===== config.mk =====
export PLATFORM = sky130hd
export DESIGN_NAME = ext_irq_arbiter
export DESIGN_NICKNAME = d
export VERILOG_FILES = /design/src/rtl/ext_irq_arb_pkg.sv /design/src/rtl/ext_irq_arb_pick.sv /design/src/rtl/ext_irq_arbiter.sv
export SDC_FILE = /design/constraint.sdc
export NUM_CORES = 1
export LEC_CHECK = 0
export ABC_AREA = 1
export ABC_CLOCK_PERIOD_IN_PS = 15300
export CORE_MARGIN = 2
export CORE_UTILIZATION = 57
export CTS_CLUSTER_SIZE = 20
export DETAILED_ROUTE_END_ITERATION = 8
export GPL_TIMING_DRIVEN = 0
export HOLD_SLACK_MARGIN = 0.15
export PLACE_DENSITY = 0.8
export SYNTH_ARGS = -nofsm -noshare
export SYNTH_HDL_FRONTEND = slang
export SYNTH_SLANG_ARGS = --single-unit

===== constraint.sdc =====
create_clock -name iCLOCK -period 15.3 [get_ports iCLOCK]
set_input_delay 1.53 -clock iCLOCK [delete_from_list [all_inputs] [get_ports iCLOCK]]
set_output_delay 1.53 -clock iCLOCK [all_outputs]
set_load 0.05 [all_outputs]

===== src/rtl/ext_irq_arb_pkg.sv =====
// ext_irq_arb_pkg
// Shared types and constants for the external-interrupt arbiter slice.
//   NUM_W        width of a source number, fixed by the interrupt controller
//   arb_state_t  arbiter FSM states (IDLE, REQ, RECOVER)
//   irq_level_t  2-bit source priority, 3 is the most urgent
//   cfg_entry_t  one row of the per-source configuration table
package ext_irq_arb_pkg;

  localparam int NUM_W = 6;

  typedef enum logic [1:0] {
    IDLE    = 2'd0,
    REQ     = 2'd1,
    RECOVER = 2'd2
  } arb_state_t;

  typedef logic [1:0] irq_level_t;

  typedef struct packed {
    logic       enable;
    irq_level_t level;
  } cfg_entry_t;

endpackage


===== src/rtl/ext_irq_arb_pick.sv =====
// ext_irq_arb_pick
// Purely combinational winner selection among eligible IRQ sources.
// The winner is the eligible source with the highest level. Ties go to the
// lowest index by default; with EXT_IRQ_ARB_ROUND_ROBIN_EN defined they go to
// the first tied source found searching upward (with wrap) from start_idx.
// Ports:
//   eligible   in   N_SRC        pending & enabled sources
//   level_vec  in   N_SRC x 2    configured level per source
//   start_idx  in   NUM_W        round-robin search start (macro builds only)
//   valid      out  1            at least one source is eligible
//   index      out  NUM_W        selected source index (0 when not valid)
module ext_irq_arb_pick
  import ext_irq_arb_pkg::*;
#(
  parameter int N_SRC = 16
)
(
  input  logic                   eligible [N_SRC],
  input  irq_level_t             level_vec [N_SRC],
`ifdef EXT_IRQ_ARB_ROUND_ROBIN_EN
  input  logic [NUM_W-1:0]       start_idx,
`endif
  output logic                   valid,
  output logic [NUM_W-1:0]       index
);

  irq_level_t best_level;

  // Find the highest level present among the eligible sources.
  always_comb begin
    best_level = '0;
    valid      = 1'b0;
    for (int i = 0; i < N_SRC; i++) begin
      if (eligible[i]) begin
        valid = 1'b1;
        if (level_vec[i] > best_level) begin
          best_level = level_vec[i];
        end
      end
    end
  end

`ifdef EXT_IRQ_ARB_ROUND_ROBIN_EN
  // Among sources at the winning level, pick the one closest to start_idx
  // going upward with wrap; distance is computed per index so every array
  // access uses a constant subscript.
  always_comb begin
    int best_dist;
    int dist;
    best_dist = N_SRC;
    dist      = 0;
    index     = '0;
    for (int i = 0; i < N_SRC; i++) begin
      dist = i - int'(start_idx);
      if (dist < 0) begin
        dist = dist + N_SRC;
      end
      if (eligible[i] && (level_vec[i] == best_level) && (dist < best_dist)) begin
        best_dist = dist;
        index     = NUM_W'(i);
      end
    end
  end
`else
  // Among sources at the winning level, the lowest index wins; scanning
  // downward lets the last assignment be the lowest match.
  always_comb begin
    index = '0;
    for (int i = N_SRC - 1; i >= 0; i--) begin
      if (eligible[i] && (level_vec[i] == best_level)) begin
        index = NUM_W'(i);
      end
    end
  end
`endif

endmodule


===== src/rtl/ext_irq_arbiter.sv =====
// ext_irq_arbiter
// Shares the interrupt controller's single external-interrupt input among
// N_SRC device IRQ lines. Rising request edges become pending bits, one
// winner is chosen by configured level and presented to the controller,
// held stable until acknowledged, then retired with a one-cycle ack pulse
// back to the device.
// Optional build macro: EXT_IRQ_ARB_ROUND_ROBIN_EN (round-robin tie-break).
// Ports:
//   iCLOCK        in   1      clock
//   iRESET_SYNC   in   1      synchronous active-high reset
//   iIRQ_REQ      in   N_SRC  device request levels, rising edge -> pending
//   oIRQ_SRC_ACK  out  N_SRC  one-hot one-cycle retire pulse to the device
//   iCFG_VALID    in   1      config table write strobe
//   iCFG_ENTRY    in   6      source index to write (>= N_SRC ignored)
//   iCFG_ENABLE   in   1      source enable
//   iCFG_LEVEL    in   2      source level, 3 highest
//   oEXT_ACTIVE   out  1      request to the interrupt controller
//   oEXT_NUM      out  NUM_W  granted source index
//   iEXT_ACK      in   1      accept pulse from the interrupt controller
//   oPENDING      out  N_SRC  pending vector readback
//   oBUSY         out  1      high in REQ and RECOVER
module ext_irq_arbiter
  import ext_irq_arb_pkg::*;
#(
  parameter int N_SRC = 16
)
(
  input  logic                iCLOCK,
  input  logic                iRESET_SYNC,
  input  logic [N_SRC-1:0]    iIRQ_REQ,
  output logic [N_SRC-1:0]    oIRQ_SRC_ACK,
  input  logic                iCFG_VALID,
  input  logic [NUM_W-1:0]    iCFG_ENTRY,
  input  logic                iCFG_ENABLE,
  input  irq_level_t          iCFG_LEVEL,
  output logic                oEXT_ACTIVE,
  output logic [NUM_W-1:0]    oEXT_NUM,
  input  logic                iEXT_ACK,
  output logic [N_SRC-1:0]    oPENDING,
  output logic                oBUSY
);

  arb_state_t          state;
  logic [N_SRC-1:0]    req_sampled;
  logic [N_SRC-1:0]    req_prev;
  logic [N_SRC-1:0]    pending;
  logic [N_SRC-1:0]    rise;
  logic [N_SRC-1:0]    clear_mask;
  cfg_entry_t          cfg_tbl [N_SRC];
  logic                eligible [N_SRC];
  irq_level_t          level_vec [N_SRC];
  logic                grant_done;
  logic                pick_valid;
  logic [NUM_W-1:0]    pick_index;

  assign oPENDING   = pending;
  assign grant_done = (state == REQ) && iEXT_ACK;
  assign rise       = req_sampled & ~req_prev;

  // Two-stage history: req_sampled is the current sample, req_prev the one
  // before it, so a low-to-high sample sets pending one edge later.
  always_ff @(posedge iCLOCK) begin
    if (iRESET_SYNC) begin
      req_sampled <= '0;
      req_prev    <= '0;
    end else begin
      req_sampled <= iIRQ_REQ;
      req_prev    <= req_sampled;
    end
  end

  // The retiring source's bit, only in the cycle the controller accepts.
  always_comb begin
    clear_mask = '0;
    for (int i = 0; i < N_SRC; i++) begin
      clear_mask[i] = grant_done && (oEXT_NUM == NUM_W'(i));
    end
  end

  // Pending bits: a new edge wins over a same-cycle retire so a device that
  // re-requests exactly at ack time is not lost.
  always_ff @(posedge iCLOCK) begin
    if (iRESET_SYNC) begin
      pending <= '0;
    end else begin
      pending <= (pending & ~clear_mask) | rise;
    end
  end

  // Configuration table; out-of-range entries match no row and are dropped.
  always_ff @(posedge iCLOCK) begin
    if (iRESET_SYNC) begin
      for (int i = 0; i < N_SRC; i++) begin
        cfg_tbl[i].enable <= 1'b1;
        cfg_tbl[i].level  <= '0;
      end
    end else if (iCFG_VALID) begin
      for (int i = 0; i < N_SRC; i++) begin
        if (iCFG_ENTRY == NUM_W'(i)) begin
          cfg_tbl[i].enable <= iCFG_ENABLE;
          cfg_tbl[i].level  <= iCFG_LEVEL;
        end
      end
    end
  end

  // Disabled sources keep their pending bit but are hidden from the picker.
  always_comb begin
    for (int i = 0; i < N_SRC; i++) begin
      eligible[i]  = pending[i] & cfg_tbl[i].enable;
      level_vec[i] = cfg_tbl[i].level;
    end
  end

`ifdef EXT_IRQ_ARB_ROUND_ROBIN_EN
  logic [NUM_W-1:0] last_grant;
  logic [NUM_W-1:0] rr_start;

  // The search begins just past the most recently retired source; reset to
  // the top index so the very first search starts at source 0.
  always_ff @(posedge iCLOCK) begin
    if (iRESET_SYNC) begin
      last_grant <= NUM_W'(N_SRC - 1);
    end else if (grant_done) begin
      last_grant <= oEXT_NUM;
    end
  end

  assign rr_start = (last_grant == NUM_W'(N_SRC - 1)) ? '0 : last_grant + 1'b1;

  ext_irq_arb_pick #(.N_SRC(N_SRC)) u_pick (
    .eligible  (eligible),
    .level_vec (level_vec),
    .start_idx (rr_start),
    .valid     (pick_valid),
    .index     (pick_index)
  );
`else
  ext_irq_arb_pick #(.N_SRC(N_SRC)) u_pick (
    .eligible  (eligible),
    .level_vec (level_vec),
    .valid     (pick_valid),
    .index     (pick_index)
  );
`endif

  // Grant FSM with registered outputs. The number is latched only in IDLE,
  // so later arrivals or config changes never disturb a grant in flight.
  always_ff @(posedge iCLOCK) begin
    if (iRESET_SYNC) begin
      state        <= IDLE;
      oEXT_ACTIVE  <= 1'b0;
      oEXT_NUM     <= '0;
      oIRQ_SRC_ACK <= '0;
      oBUSY        <= 1'b0;
    end else begin
      oIRQ_SRC_ACK <= '0;
      unique case (state)
        IDLE: begin
          if (pick_valid) begin
            oEXT_NUM    <= pick_index;
            oEXT_ACTIVE <= 1'b1;
            oBUSY       <= 1'b1;
            state       <= REQ;
          end
        end
        REQ: begin
          if (iEXT_ACK) begin
            oIRQ_SRC_ACK <= clear_mask;
            oEXT_ACTIVE  <= 1'b0;
            state        <= RECOVER;
          end
        end
        RECOVER: begin
          oBUSY <= 1'b0;
          state <= IDLE;
        end
        default: begin
          oEXT_ACTIVE <= 1'b0;
          oBUSY       <= 1'b0;
          state       <= IDLE;
        end
      endcase
    end
  end

endmodule


==> metrics.sh <==
MAPPEDNETLISTAREA_SQ_MM=0.00646
SLEW-LIMIT-HEADROOM_PCT=32.7
SITE_ROW_COUNT=38
FINALWEIGHTEDCONGESTION=0.920
SYNTHCELLS=824
NUM_VIAS=5300
CTS-BUFFERS-INSERTED=17
FINAL_TOTAL_NEGATIVE_SETUP_SLACK_NS=0
YS_SEQ_AREA_SHARE_PCT=44.6
AREA_OF_THE_CORE_REGION_SQ_MM=0.0109
POWERDENSITY_mW_PER_MM2=120
CPMOSTUSEDCELL='inv_1'
CP.REQUIRED_NS=15.58
POWER.SWITCHING_FRACTION_PCT=30.3
DIODES=0
WORST_SETUP_PATH_END_KIND='flop'
ASYNC_RESET_FF_SHARE_PCT=0
GLOBALROUTEOVERFLOWTOTAL=0
SEQ_POWER_SHARE_PCT=38.4
HP-CLASS='flop to flop'
POWER_REPORT.INTERNAL_TOTAL_uW=660
SYNTH_FLOP_CELL='dfxtp_1'
POWER.LEAKAGE_uW=0.00377
FINAL.FILL_COUNT=826
FINALCRITICALPERIOD_NS=13.84
WORST_SETUP_HOLD_PATH_CLK_SLEW_NS=0.05
NETS=983
POST_CTS_BUFFERS=0
CTS.ROOT.BUFFER_CELL='clkbuf_16'
NUMBER_OF_ANTENNA_VIOLATIONS_AT_THE_FIRST_CHECK_IN_GLOBAL_ROUTING=0
SLEW_VIOLATIONS=0
VIAS_IN_THE_FIRST_GLOBAL_ROUTE=4980
RSZ0062_AT_GRT='false'
FINALSETUPVIOLATIONS=0
STATUS='completed'
GRT_UTIL_MET3_PCT=5.98
TRITONCTS_NUM_SINKS=120
CLOCK-SKEW-FINAL_NS=0.00781
GR-USAGE-MET2_PCT=41.4
DIE_FOOTPRINT_SQ_MM=0.0122
YS_TYPES=39
YS_SEQ_ELEMENTS=120
STARTPOINT_TYPE='flop'
CTS-HTREE-LEVELS=4
PLACEMENT.IO_BUFFERS=66
DRT_ITER0_MARKERS=353
DIE_X_UM=110
CLK-INSERTION-DELAY-LATE_NS=0.41
DETAIL_ROUTE.FIRST_PASS.ITERATIONS=6
SYN2LAYOUT_AREA_GROWTH_PCT=21.9
PATH_CLASS='flop to flop'
POST-PLACE-CELLS=1031
PIN_COUNT=69
ROUTED_WIRE_LENGTH_PER_INSTANCE_UM=13.4
CLKPWRFRAC_PCT=38.1
WIRELENGTH_UM=14300
DETAIL_ROUTE.VIAS_PER_CELL=4.99
FLOORPLAN.INITIALDENSITY_PCT=59.1
CP_SLOWEST_STAGE_DELAY_NS=0.43
MAXCAPVIOLATIONS=0
PWR-SHARE-COMB_PCT=23.5
CPMAXSTAGEDELAYCELL='dfxtp_1'
POSTCTSHOLDBUFS=0
WORST_PIN_SLEW_NS=0.994
FINAL_LAYOUT_SIZE_SUFFIX_GT1_SHARE_PCT=9.43
POWER.NET_SWITCHING_uW=287
CRITPATHARRIVALTIME_NS=14.12
CTS_BUFFER_DEPTH=2
GR-MAX-USAGE-LAYER='met2'
SYNTHESIS.AREA_PER_INSTANCE_SQ_UM=7.84
VDD_DROP_MAX_uV=96.4
SYNTH_EDF_COUNT=48
FINAL.HOLD.WORST_SLACK_NS=0.424
LAYOUTNONFILLERINSTCOUNT=1063
TRACK_USAGE_PCT=23.8
DRT.ANTENNA.VIOLATING_NETS=0
UTILIZATION_PCT=72.0
DRC=0
YOSYSWARNINGS=0
GRT_MAX_DEGREE=17
FINAL.PERIOD_UTILIZATION_PCT=90.5
WORST-PATH-MAX-FANOUT=10
USE_MET1_PCT=29.4
CTSRESIZECOUNT=0
PLACE.DETAILED.HPWL_UM=10700
MAX_FREQ_MHz=72.3
FINALHOLDVIOLATIONS=0
GRT_FIRST_PASS_WIRELENGTH_UM=23300
DIE_H_UM=110
CTS_TREE='built'
Yosys cell counts (2+ instances only):
library cell	number	share of area (%)
a21oi_1	25	1.9
a21oi_2	2	0.27
and2_1	2	0.19
buf_4	2	0.23
clkbuf_1	10	0.58
clkinv_1	4	0.23
dfxtp_1	72	22
edfxtp_1	48	22
ha_1	44	8.5
inv_1	142	8.3
inv_2	5	0.29
nand2_1	168	9.8
nand2_2	3	0.29
nand2_4	2	0.35
nand3_1	20	1.6
nand3_2	23	3.6
nand3_4	2	0.54
nand4_1	6	0.58
nor2_1	168	9.8
nor3_1	25	1.9
nor3_2	3	0.47
nor4_1	2	0.19
o21ai_0	4	0.31
o21ai_1	2	0.16
or2_1	2	0.19
or2_2	6	0.58
xor2_1	20	2.7
state kept, by name, indices dropped and copies added, names as in the netlist:
signal and cells:
state 2, oEXT_NUM 4, oPENDING 16, req_prev 16
req_sampled 16, cfg_tbl 48, oEXT_ACTIVE 1, oIRQ_SRC_ACK 16
oBUSY 1
final timing paths:
kind	from	endpoint	slack (ns)	cells past startpoint
hold reg to reg	req_sampled[15]	req_prev[15]	0.42	2
hold / removal	req_sampled[15]	req_prev[15]	0.42	2
setup reg to reg	oPENDING[0]	oEXT_NUM[0]	1.46	112
setup / recovery	oPENDING[0]	oEXT_NUM[0]	1.46	112
metal layers:
metal  wire [um]  up-vias  part of all wire [%]
met5           0        -                     0
met4         217        0                   1.5
met3         945       25                   6.6
met2        6860      162                    48
met1        6260     2384                    44
li1            -     2729                     -
per-stage QoR:
| step | setup slack [ns] | cell area, sq um | power, uW |
|---|---|---|---|
| 6_report | 1.46 | 7870 | 947 |
| 5_1_grt | 0.0191 | 7870 | 993 |
| 4_1_cts | 1.06 | 7840 | 945 |
| 3_5_place_dp | 1.20 | 7300 | 589 |
| 3_3_place_gp | 1.45 | 7300 | 583 |
| 2_1_floorplan | 2.26 | 6460 | 533 |
cells by family after synthesis:
kind of cell | share of synthesized area [%]
and+or+nand+nor | 30.2
buffers and inverters | 10.0
DFF | 44.6
adders and majority gates | 8.53
AOI/OAI and AO/OA | 3.51
xor gates and xnor gates | 3.10
other | 0.0581
layout make-up:
| cell class | count | area, sq um | area share, % |
|---|---|---|---|
| Sequential cell | 120 | 2880 | 36.6 |
| Clock buffer | 25 | 507 | 6.44 |
| Inverter | 151 | 567 | 7.20 |
| Timing Repair Buffer | 66 | 661 | 8.40 |
| Tap cell | 140 | 175 | 2.23 |
| Clock inverter | 7 | 40.0 | 0.509 |
| Multi-Input combinational cell | 540 | 2960 | 37.6 |
| Buffer | 14 | 78.8 | 1.00 |
power by group through the flow:
stage	clock, uW	combinational [uW]	sequential, uW
floorplan	0	147	386
global placement	0	214	369
detailed placement	0	219	370
CTS	360	221	364
global route	376	252	366
finish	361	222	364
layout by cell type (no fill, tap or decap), types with 2 or more instances in the layout:
cell type / n
clkinv_2: 4
nand3_1: 20
nand2_1: 168
clkbuf_8: 3
nor3_1: 20
clkbuf_1: 14
xor2_1: 20
clkinv_1: 4
clkbuf_16: 18
o21ai_0: 4
ha_1: 44
inv_1: 142
or2_1: 2
nor4_1: 2
conb_1: 2
a21oi_1: 25
nand2_4: 2
clkdlybuf4s50_1: 66
o21ai_1: 2
nand3_4: 2
dfxtp_1: 72
inv_4: 2
nor3_2: 8
a21oi_2: 2
buf_4: 2
nand3_2: 23
nor2_1: 168
inv_2: 5
edfxtp_1: 48
nand4_1: 6
and2_1: 2
nand2_2: 3
or2_2: 6
critical path, delay by kind of cell (launching register included):
kind            cells  cell delay, ns
fa+ha+maj          15            4.14
simple gates       64            6.79
xor+xnor            1            0.14
buf+inv            29            1.84
compound gates      3            0.31
flops               1            0.43
Note: power is estimated with default switching activity, not from simulation.
